[config.mk]
export PLATFORM = sky130hd
export DESIGN_NAME = byte_unstriping_n
export DESIGN_NICKNAME = d
export VERILOG_FILES = /design/src/rtl/byte_unstriping_n.sv
export SDC_FILE = /design/constraint.sdc
export NUM_CORES = 1
export LEC_CHECK = 0
export BUFFER_PORTS_ARGS = -buffer_cell sky130_fd_sc_hd__buf_4
export CORE_MARGIN = 2
export CORE_UTILIZATION = 41
export CTS_BUF_LIST = sky130_fd_sc_hd__clkbuf_8
export DETAILED_ROUTE_END_ITERATION = 8
export SLEW_MARGIN = 25
export SYNTH_ARGS = -nofsm -noshare
export SYNTH_HDL_FRONTEND = slang
export SYNTH_SLANG_ARGS = --single-unit
[constraint.sdc]
create_clock -name clk_8f -period 3.8 [get_ports clk_8f]
set_input_delay 0.38 -clock clk_8f [delete_from_list [all_inputs] [get_ports clk_8f]]
set_output_delay 0.38 -clock clk_8f [all_outputs]
set_load 0.05 [all_outputs]
[src/rtl/byte_unstriping_n.sv]
// byte_unstriping_n
// Merges LANES striped byte lanes back into one serial stream in strict
// round-robin lane order. Each lane has its own DEPTH-entry FIFO to absorb
// skew. The output is a registered ready/valid stage.
// Optional dropped-byte counter: define BYTE_UNSTRIPING_DROP_CNT_EN.
module byte_unstriping_n #(
    parameter int LANES = 4,
    parameter int WIDTH = 8,
    parameter int DEPTH = 4,
    parameter int CNT_W = 8
) (
    input  logic                                       clk_8f,
    input  logic                                       rst,
    input  logic [LANES*WIDTH-1:0]                     data_stripe,
    input  logic [LANES-1:0]                           valid_stripe,
    output logic [LANES-1:0]                           ready_stripe,
    output logic [WIDTH-1:0]                           data_unstripe,
    output logic                                       valid_unstripe,
    input  logic                                       ready_unstripe,
    output logic [((LANES > 1) ? $clog2(LANES) : 1)-1:0] lane_cur,
    output logic [CNT_W-1:0]                           drop_count
);

    localparam int LW = (LANES > 1) ? $clog2(LANES) : 1;
    localparam int AW = $clog2(DEPTH);
    localparam int CW = AW + 1;

    logic [LW-1:0]    r_lane_cur;
    logic [WIDTH-1:0] r_data;
    logic             r_valid;

    logic [WIDTH-1:0] w_head [LANES];
    logic [LANES-1:0] w_nonempty;
    logic             w_out_free;
    logic             w_load;
    logic [LW-1:0]    w_lane_next;

    // The output register can take a new byte when empty or being consumed;
    // it only loads when the lane whose turn it is has data.
    assign w_out_free  = !r_valid || ready_unstripe;
    assign w_load      = w_out_free && w_nonempty[r_lane_cur];
    assign w_lane_next = (r_lane_cur == LW'(LANES - 1)) ? '0 : r_lane_cur + 1'b1;

    // Per-lane FIFOs
    for (genvar gi = 0; gi < LANES; gi++) begin : g_lane
        logic [WIDTH-1:0] r_mem [DEPTH];
        logic [AW-1:0]    r_wptr;
        logic [AW-1:0]    r_rptr;
        logic [CW-1:0]    r_count;
        logic             w_push;
        logic             w_pop;

        // Ready is conservative: a full FIFO refuses even if it pops this cycle.
        assign ready_stripe[gi] = (r_count < CW'(DEPTH)) && !rst;
        assign w_push           = valid_stripe[gi] && ready_stripe[gi];
        assign w_pop            = w_load && (r_lane_cur == LW'(gi));
        assign w_nonempty[gi]   = (r_count != '0);
        assign w_head[gi]       = r_mem[r_rptr];

        // Storage array: writes only, no reset needed on contents
        always_ff @(posedge clk_8f) begin
            if (w_push) begin
                r_mem[r_wptr] <= data_stripe[gi*WIDTH +: WIDTH];
            end
        end

        // Pointer and occupancy bookkeeping
        always_ff @(posedge clk_8f) begin
            if (rst) begin
                r_wptr  <= '0;
                r_rptr  <= '0;
                r_count <= '0;
            end else begin
                if (w_push) begin
                    r_wptr <= r_wptr + 1'b1;
                end
                if (w_pop) begin
                    r_rptr <= r_rptr + 1'b1;
                end
                case ({w_push, w_pop})
                    2'b10:   r_count <= r_count + 1'b1;
                    2'b01:   r_count <= r_count - 1'b1;
                    default: r_count <= r_count;
                endcase
            end
        end
    end

    // Output register and round-robin lane pointer
    always_ff @(posedge clk_8f) begin
        if (rst) begin
            r_data     <= '0;
            r_valid    <= 1'b0;
            r_lane_cur <= '0;
        end else if (w_load) begin
            r_data     <= w_head[r_lane_cur];
            r_valid    <= 1'b1;
            r_lane_cur <= w_lane_next;
        end else if (w_out_free) begin
            // Stall on an empty current lane: byte consumed, nothing to replace it
            r_valid    <= 1'b0;
        end
    end

    assign data_unstripe  = r_data;
    assign valid_unstripe = r_valid;
    assign lane_cur       = r_lane_cur;

`ifdef BYTE_UNSTRIPING_DROP_CNT_EN
    localparam int IW = $clog2(LANES + 1);
    localparam int SW = ((CNT_W > IW) ? CNT_W : IW) + 1;

    logic [IW-1:0]    w_drop_inc;
    logic [SW-1:0]    w_drop_sum;
    logic [CNT_W-1:0] r_drop_count;

    // Number of lanes offering a byte that their FIFO refuses this cycle
    always_comb begin
        w_drop_inc = '0;
        for (int i = 0; i < LANES; i++) begin
            w_drop_inc = w_drop_inc + IW'(valid_stripe[i] & ~ready_stripe[i]);
        end
    end

    assign w_drop_sum = SW'(r_drop_count) + SW'(w_drop_inc);

    // Saturating drop counter, cleared only by reset
    always_ff @(posedge clk_8f) begin
        if (rst) begin
            r_drop_count <= '0;
        end else if (w_drop_sum > SW'({CNT_W{1'b1}})) begin
            r_drop_count <= '1;
        end else begin
            r_drop_count <= w_drop_sum[CNT_W-1:0];
        end
    end

    assign drop_count = r_drop_count;
`else
    assign drop_count = '0;
`endif

endmodule

==> results of run 1 <==
## synthesized netlist by cell type (2+ instances only)
| library cell | n |
|---|---|
| nor2b_1 | 7 |
| xnor2_1 | 4 |
| nor3_1 | 5 |
| nor3b_1 | 6 |
| o31ai_1 | 8 |
| mux2i_1 | 20 |
| nor2_1 | 26 |
| nand2b_1 | 9 |
| buf_1 | 2 |
| dfxtp_1 | 47 |
| o21ai_0 | 6 |
| inv_1 | 25 |
| o22ai_1 | 8 |
| o32ai_1 | 5 |
| mux4_2 | 23 |
| and3_1 | 19 |
| and2_1 | 4 |
| ha_1 | 24 |
| nand2_1 | 18 |
| edfxtp_1 | 128 |
| or4_1 | 5 |
| a22oi_1 | 13 |
| xor2_1 | 8 |
| a21oi_1 | 15 |
| fa_1 | 4 |
| buf_2 | 5 |
| buf_4 | 8 |
| nand3_1 | 3 |
| or3_1 | 5 |
| mux2_2 | 8 |
| clkbuf_1 | 10 |
## layout make-up
cell class,count,area (um^2),share of cell area
sequential,175,4780,0.582
multi-input combinational,263,2260,0.275
timing repair buffer,55,413,0.0503
tap,225,282,0.0343
clock buffer,17,234,0.0285
clock inverter,15,144,0.0175
inverter,26,97.6,0.0119
## power groups by stage
stage / Sequential [uW] / Combinational, uW / Clock (uW)
after floorplan: 2490 / 747 / 0
final: 2350 / 1200 / 1210
after CTS: 2350 / 1220 / 1240
after global routing: 2370 / 1320 / 1330
after detailed placement: 2390 / 1210 / 0
after global placement: 2380 / 1180 / 0
## critical path, cell delays in order, from the launching register on
cell	delay, ns
dfxtp_1	0.65
inv_1	0.17
mux4_2	0.49
nor3b_1	0.41
ha_1	0.27
inv_1	0.06
fa_1	0.38
xor2_1	0.16
or3_1	0.30
a21oi_1	0.16
## per-stage QoR
stage	setup WS [ns]	power [uW]
2_1_floorplan	0.826	3230
3_3_place_gp	0.778	3560
3_5_place_dp	0.662	3610
4_1_cts	0.647	4810
5_1_grt	0.391	5020
6_report	0.664	4760
## placed cells by master (no fill, tap or decap), drive strengths merged
cell type / n
nor3b: 6
o22ai: 8
fa: 4
a22oi: 13
buf: 55
and3: 19
nor2: 26
nand3: 3
o32ai: 5
clkinvlp: 2
mux2i: 20
or3: 5
nor3: 5
nand3b: 1
nor2b: 7
xor2: 8
and2: 4
conb: 8
o31ai: 8
mux2: 8
clkinv: 9
ha: 24
nand2: 18
nand2b: 9
xnor2: 4
inv: 28
clkbuf: 17
and3b: 1
bufinv: 2
edfxtp: 128
o21ai: 6
a21oi: 15
or4: 5
dfxtp: 47
mux4: 23
## path summary, 6_finish.rpt
kind         depth (start not counted)               endpoint                 from
min reg2reg                          2    g_lane[3].r_rptr[1]  g_lane[3].r_rptr[1]
max reg2reg                          9   g_lane[0].r_count[2]          lane_cur[0]
max                                  9   g_lane[0].r_count[2]          lane_cur[0]
min                                  1  g_lane[3].r_mem[1][4]      data_stripe[28]
## metal layers
metal / vias up / global-route usage / wire [um]
met5: - / 0 / 0
met4: 0 / 0.0464 / 89
met3: 6 / 0.0430 / 554
met2: 75 / 0.262 / 6840
met1: 2034 / 0.201 / 6090
li1: 1909 / - / -
## registers in the layout, indices dropped and copies added (netlist names), named ones only
signal / flops
lane_cur: 2
g_lane.r_count: 12
data_unstripe: 8
g_lane.r_wptr: 8
g_lane.r_rptr: 8
valid_unstripe: 1
g_lane.r_mem: 128
## cell families after synthesis
family	count (synthesis)	synth area share
xor+xnor	12	0.0145
flops	175	0.660
buf+inv	51	0.0314
other cells	1	0.000518
compound gates	55	0.0492
mux	51	0.112
fa+ha+maj	28	0.0525
simple gates	109	0.0799
==> impl_metrics.tcl, run 1 <==
set metrics [dict create \
    drv_cap 0 \
    fin_crit_sh 0.825 \
    final_cell_area_um2 8210 \
    power_switching_uw 1510 \
    relSlewSlack 0.483 \
    gp_congestion 0.746 \
    initial_core_util 0.419 \
    worstHoldPathType "in -> reg" \
    fin_crit_ns 3.14 \
    drive_above_1_share 0.214 \
    avgSynthCellArea_um2 15.0 \
    port_buffers 53 \
    vias 4024 \
    synth_area_leaders "edfxtp_1 53%, dfxtp_1 13%, mux4_2 7.1%, ha_1 4.1%, mux2i_1 2.8%" \
    hpwlAfterDp_um 9720 \
    die_w_um 137 \
    ant_nets 0 \
    dieHeight_um 137 \
    p_leak_uw 0.00285 \
    crit_required_ns 4.17 \
    placed_cells 744 \
    ys_async_sr_fraction 0 \
    synth_cell_type_count 35 \
    clockPowerShare 0.254 \
    synth_top_cell_by_area "edfxtp_1" \
    post_drt_via_cell_ratio 5.19 \
    drt-initial-drc-count 185 \
    numClockSinks 175 \
    clk_latency_ns 0.44 \
    pwr-share-seq 0.494 \
    antenna_found_initial 0 \
    route.detailed.drc 0 \
    n_antenna_cell 0 \
    cts_tree "done" \
    grt_max_degree 49 \
    setup_tns_ns 0 \
    synth.ff_latch_count 175 \
    ir_worst_vdd_v 0.000325 \
    rsz0062_at_grt "no" \
    dpl-instance-area_um2 7840 \
    cts_buffer_depth 2 \
    netlist_area_um2 7250 \
    criticalPathCategory "reg -> reg" \
    internal_power_uw 3250 \
    cts_hold_buf 0 \
    synth_top_area_frac 0.530 \
    area_delta_synth_final_pct 13.4 \
    setup_viol 0 \
    end_kind "register" \
    swShare 0.317 \
    grt_use_total 0.157 \
    path_max_fanout 19 \
    grt_pass1_wl_um 21600 \
    wl_per_cell_um 17.5 \
    cts-resized-gates 0 \
    fin_util 0.475 \
    seq_area_frac_synth 0.660 \
    dieArea_um2 18800 \
    status "completed" \
    comb_power_share 0.252 \
    root_buffer "clkbuf_8" \
    first_global_vias 4112 \
    core_area_um2 17300 \
    synth_flop_cell "edfxtp_1" \
    finClkSkew_ns 0.0124 \
    grt.overflow.total 0 \
    synth_edf_count 128 \
    n_fill_cell 1511 \
    cp.arrival_ns 3.50 \
    worstMarginPinSlew_ns 0.775 \
    drt_wl_total_um 13600 \
    final-max-slew-violation-count 0 \
    synth_cells 482 \
    hold_violations 0 \
    cts_htree_levels 4 \
    max_freq_ghz 0.319 \
    instances_no_fill 776 \
    dr.pass1.iters 4 \
    r2r_setup_slack_ns 0.66 \
    clk_pin_slew_ns 0.09 \
    placementRows 48 \
    cts_setup_buffers 0 \
    yosys_warnings 0 \
    ioPinCount 62 \
    whs_ns 0.133 \
    nets 605 \
    p_per_area_nw_per_um2 579 \
    cts_buffers 17 \
    cp-start-kind "register" \
]
No activity file was read; power rests on OpenSTA's default activity.
==> inputs of run 2 (changes only) <==
==> constraint.sdc (replaced) <==
create_clock -name clk_8f -period 3.3 [get_ports clk_8f]
set_input_delay 0.33 -clock clk_8f [delete_from_list [all_inputs] [get_ports clk_8f]]
set_output_delay 0.33 -clock clk_8f [all_outputs]
set_load 0.05 [all_outputs]
==> impl_metrics.tcl, run 2 (synthesized netlist as in run 1, its figures left out) <==
set metrics [dict create \
    status "completed" \
    place_ws_ns 0.389 \
    worst_slack_ns 0.300 \
    fin_crit_sh 0.909 \
    ir_worst_vdd_v 0.000309 \
    drv_cap 0 \
    hpwlAfterDp_um 9660 \
    p_per_area_nw_per_um2 668 \
    setup_tns_ns 0 \
    root_buffer "clkbuf_8" \
    cts_hold_buf 0 \
    dr.pass1.iters 5 \
    slowest_stage "mux4_2" \
    drive_above_1_share 0.219 \
    wl_per_cell_um 17.4 \
    crit_buf_inv 1 \
    dieHeight_um 137 \
    path_delay_family "simple AND/OR/NAND/NOR gates" \
    rsz0062_at_grt "no" \
    dpl-instance-area_um2 7850 \
    initial_core_util 0.419 \
    relSlewSlack 0.513 \
    cts_buffers 17 \
    path_cells "nor3_1 -> mux4_2 -> nor3b_1 -> ha_1 -> inv_1 -> fa_1 -> xor2_1 -> or3_1 -> a21oi_1" \
    vias 3985 \
    worstHoldPathType "in -> reg" \
    cp-start-kind "register" \
    n_antenna_cell 0 \
    first_global_vias 4073 \
    placementRows 48 \
    final-max-slew-violation-count 0 \
    ant_nets 0 \
    largest_reg_flops 128 \
    worstMarginPinSlew_ns 0.729 \
    cts_setup_buffers 0 \
    largest-register "g_lane.r_mem" \
    dieArea_um2 18800 \
    cts-resized-gates 0 \
    fin_crit_ns 3.00 \
    drt_wl_total_um 13500 \
    max_freq_ghz 0.333 \
    gp_congestion 0.770 \
    die_w_um 137 \
    numClockSinks 175 \
    grt.overflow.total 0 \
    p_leak_uw 0.00286 \
    fin_util 0.476 \
    final_cell_area_um2 8230 \
    final_common_cell "edfxtp_1" \
    antenna_found_initial 0 \
    cts_buffer_depth 2 \
    final_cell_mix "128 x edfxtp_1, 57 x buf_4, 47 x dfxtp_1" \
    criticalPathCategory "reg -> reg" \
    clk_pin_slew_ns 0.09 \
    grt_pass1_wl_um 21500 \
    n_fill_cell 1538 \
    cpPeakStageDelay_ns 0.65 \
    core_area_um2 17300 \
    setup_viol 0 \
    top_regs "g_lane.r_mem (128), g_lane.r_count (12)" \
    grt_max_degree 30 \
    path_max_fanout 19 \
    drt-initial-drc-count 209 \
    nets 607 \
    ioPinCount 62 \
    cts_tree "done" \
    cp.arrival_ns 3.38 \
    cts_htree_levels 4 \
    grt_use_total 0.156 \
    area_delta_synth_final_pct 13.6 \
    post_drt_via_cell_ratio 5.12 \
    route.detailed.drc 0 \
    finClkSkew_ns 0.0188 \
    finalPower_uw 5500 \
    hold_violations 0 \
    end_kind "register" \
    clk_latency_ns 0.46 \
    crit_required_ns 3.68 \
    port_buffers 53 \
]
## run 2: area by class of cell
class	instances	area, um^2	area share
Multi-Input combinational cell	263	2260	0.275
Sequential cell	175	4780	0.581
Tap cell	225	282	0.0342
Clock buffer	18	248	0.0301
Timing Repair Buffer	57	428	0.0520
Clock inverter	14	131	0.0160
Inverter	26	97.6	0.0119
## run 2: stage by stage
stage | hold WS (ns) | instances
3_3_place_gp | 0.471 | 746
4_1_cts | 0.0352 | 778
2_1_floorplan | 0.429 | 489
3_5_place_dp | 0.477 | 746
6_report | 0.0641 | 778
5_1_grt | 0.0199 | 778
## run 2: routing by layer
layer	track usage	up-vias	routed length (um)
li1	-	1911	-
met5	0	-	0
met4	0.0641	0	159
met2	0.245	75	6670
met1	0.207	1989	6150
met3	0.0407	10	568
## run 2: path summary, 6_finish.rpt
kind | start | to | slack (ns) | depth (start not counted)
worst max-delay path | g_lane[0].r_count[2] | g_lane[1].r_count[2] | 0.30 | 9
worst min register to register | g_lane[3].r_rptr[1] | register | 0.49 | 2
worst max register to register | g_lane[0].r_count[2] | g_lane[1].r_count[2] | 0.30 | 9
worst min-delay path | data_stripe[26] | g_lane[3].r_mem[1][2] | 0.06 | 1
## run 2: worst register-to-register path, cell delays in order, from the launching register on
cell	delay (ns)
dfxtp_1	0.39
nor3_1	0.08
mux4_2	0.65
nor3b_1	0.44
ha_1	0.27
inv_1	0.06
fa_1	0.38
xor2_1	0.17
or3_1	0.32
a21oi_1	0.18
## run 2: power by group
group / internal (uW) / switching (uW) / leakage [uW] / total, uW
Clock: 628 / 779 / 0.000195 / 1410
Sequential: 2540 / 138 / 0.00155 / 2680
Combinational: 540 / 878 / 0.00112 / 1420
==> inputs of run 3 (changes only) <==
--- a/config.mk
+++ b/config.mk
@@ -10,6 +10,8 @@
 export CORE_UTILIZATION = 41
 export CTS_BUF_LIST = sky130_fd_sc_hd__clkbuf_8
 export DETAILED_ROUTE_END_ITERATION = 8
+export GPL_ROUTABILITY_DRIVEN = 0
+export REMOVE_ABC_BUFFERS = 1
 export SLEW_MARGIN = 25
 export SYNTH_ARGS = -nofsm -noshare
 export SYNTH_HDL_FRONTEND = slang
==> constraint.sdc (replaced) <==
create_clock -name clk_8f -period 3.8 [get_ports clk_8f]
set_input_delay 0.38 -clock clk_8f [delete_from_list [all_inputs] [get_ports clk_8f]]
set_output_delay 0.38 -clock clk_8f [all_outputs]
set_load 0.05 [all_outputs]
==> impl_metrics.tcl, run 3 (synthesized netlist as in run 1, its figures left out) <==
set metrics [dict create \
    nets 606 \
    ant_nets 0 \
    grt_pass1_wl_um 21700 \
    criticalPathCategory "reg -> reg" \
    top_regs "g_lane.r_mem (128), g_lane.r_count (12)" \
    max_freq_ghz 0.339 \
    multiInputGateArea_um2 2260 \
    crit_required_ns 4.17 \
    dieArea_um2 18800 \
    hpwlAfterDp_um 10000 \
    holdCritStartpoint "data_stripe[22]" \
    cp-start-kind "register" \
    hold_violations 0 \
    drt_wl_total_um 14100 \
    clk_pin_slew_ns 0.10 \
    ioPinCount 62 \
    grt.overflow.total 0 \
    largest_reg_flops 128 \
    end_kind "register" \
    r2r_end "g_lane[0].r_count[2]" \
    p_leak_uw 0.00284 \
    crit_buf_inv 1 \
    drt-initial-drc-count 172 \
    wl_per_cell_um 18.2 \
    cts_setup_buffers 0 \
    root_buffer "clkbuf_8" \
    cts_htree_levels 4 \
    worstHoldPathCells 1 \
    cp.arrival_ns 3.32 \
    finalPower_uw 4750 \
    first_global_vias 4100 \
    cpPeakStageDelay_ns 0.63 \
    placementRows 48 \
    setup_viol 0 \
    die_w_um 137 \
    clk_latency_ns 0.45 \
    place_ws_ns 0.874 \
    swShare 0.338 \
    largest-register "g_lane.r_mem" \
    dieHeight_um 137 \
    route.detailed.drc 0 \
    ir_worst_vdd_v 0.000269 \
    core_area_um2 17300 \
    instances_no_fill 777 \
    worstHoldPathType "in -> reg" \
    r2r_cells 9 \
    hold_end "g_lane[2].r_mem[2][6]" \
    grt_use_total 0.160 \
    finClkSkew_ns 0.00958 \
    cts-resized-gates 0 \
    cts_hold_buf 0 \
    comb_power_share 0.262 \
    n_fill_cell 1534 \
    pwr-share-seq 0.490 \
    fin_crit_ns 2.95 \
    n_antenna_cell 0 \
    path_cells "nor3_1 -> mux4_2 -> nor3b_1 -> ha_1 -> inv_1 -> fa_1 -> xor2_1 -> or3_1 -> a21oi_1" \
    power_switching_uw 1610 \
    final_cell_mix "128 x edfxtp_1, 56 x buf_4, 47 x dfxtp_1" \
    regArea_um2 4780 \
    vias 3976 \
    drive_above_1_share 0.217 \
    path_delay_family "simple AND/OR/NAND/NOR gates" \
    post_drt_via_cell_ratio 5.12 \
    r2r_setup_slack_ns 0.85 \
    dr.pass1.iters 4 \
    path_max_fanout 19 \
    internal_power_uw 3150 \
    grt_max_degree 49 \
    area_delta_synth_final_pct 13.2 \
    p_per_area_nw_per_um2 580 \
    initial_core_util 0.419 \
    rsz0062_at_grt "no" \
    final-max-slew-violation-count 0 \
    placed_cells 745 \
    cts_buffer_depth 2 \
    fin_crit_sh 0.777 \
    port_buffers 53 \
    worstMarginPinSlew_ns 0.786 \
    worst_slack_ns 0.849 \
    fin_util 0.474 \
    cts_buffers 17 \
    final_common_cell "edfxtp_1" \
    drv_cap 0 \
    cts_tree "done" \
    relSlewSlack 0.475 \
    status "completed" \
    setup_tns_ns 0 \
    clockPowerShare 0.248 \
    slowest_stage "mux4_2" \
    r2r-start "g_lane[1].r_count[2]" \
    numClockSinks 175 \
    antenna_found_initial 0 \
]
run 3: cell types whose count changed in the layout (fill, tap and decap cells not counted), sizes merged:
cell,change
buf,-1
bufinv,-1
clkbuf,-1
clkinv,-2
clkinvlp,+1
inv,+3
run 3: how the worst max path moves through the flow:
| stage | to | start | cells after the start |
|---|---|---|---|
| after floorplan | g_lane[0].r_count[2] | lane_cur[1] | 9 |
| after global placement | g_lane[3].r_count[2] | g_lane[0].r_count[0] | 9 |
| after detailed placement | g_lane[3].r_count[2] | g_lane[1].r_count[2] | 9 |
| after CTS | g_lane[3].r_count[2] | g_lane[0].r_count[2] | 9 |
| after global routing | g_lane[0].r_count[2] | g_lane[0].r_count[2] | 9 |
| final | g_lane[0].r_count[2] | g_lane[1].r_count[2] | 9 |
run 3: per-stage QoR:
stage               hold WS [ns]  instance area (um^2)
floorplan                  0.445                  7140
global placement           0.471                  7840
detailed placement         0.470                  7840
CTS                       0.0835                  8200
global route              0.0806                  8200
finish                     0.118                  8200
run 3: layout make-up:
type,instances,area share
clock inverter,15,0.0154
sequential,175,0.583
tap,225,0.0343
clock buffer,17,0.0285
multi-input combinational,263,0.275
inverter,26,0.0119
timing repair buffer,56,0.0512
run 3: layer usage:
| layer | share of wire | global-route usage |
|---|---|---|
| met5 | 0 | 0 |
| met4 | 0.010 | 0.0619 |
| met3 | 0.058 | 0.0441 |
| met2 | 0.51 | 0.270 |
| met1 | 0.42 | 0.194 |
run 3: power groups by stage:
stage               registers (uW)  logic [uW]  clock network (uW)
detailed placement            2380        1240                   0
global route                  2350        1370                1280
finish                        2330        1250                1180
CTS                           2340        1250                1210
floorplan                     2520         686                   0
global placement              2370        1220                   0
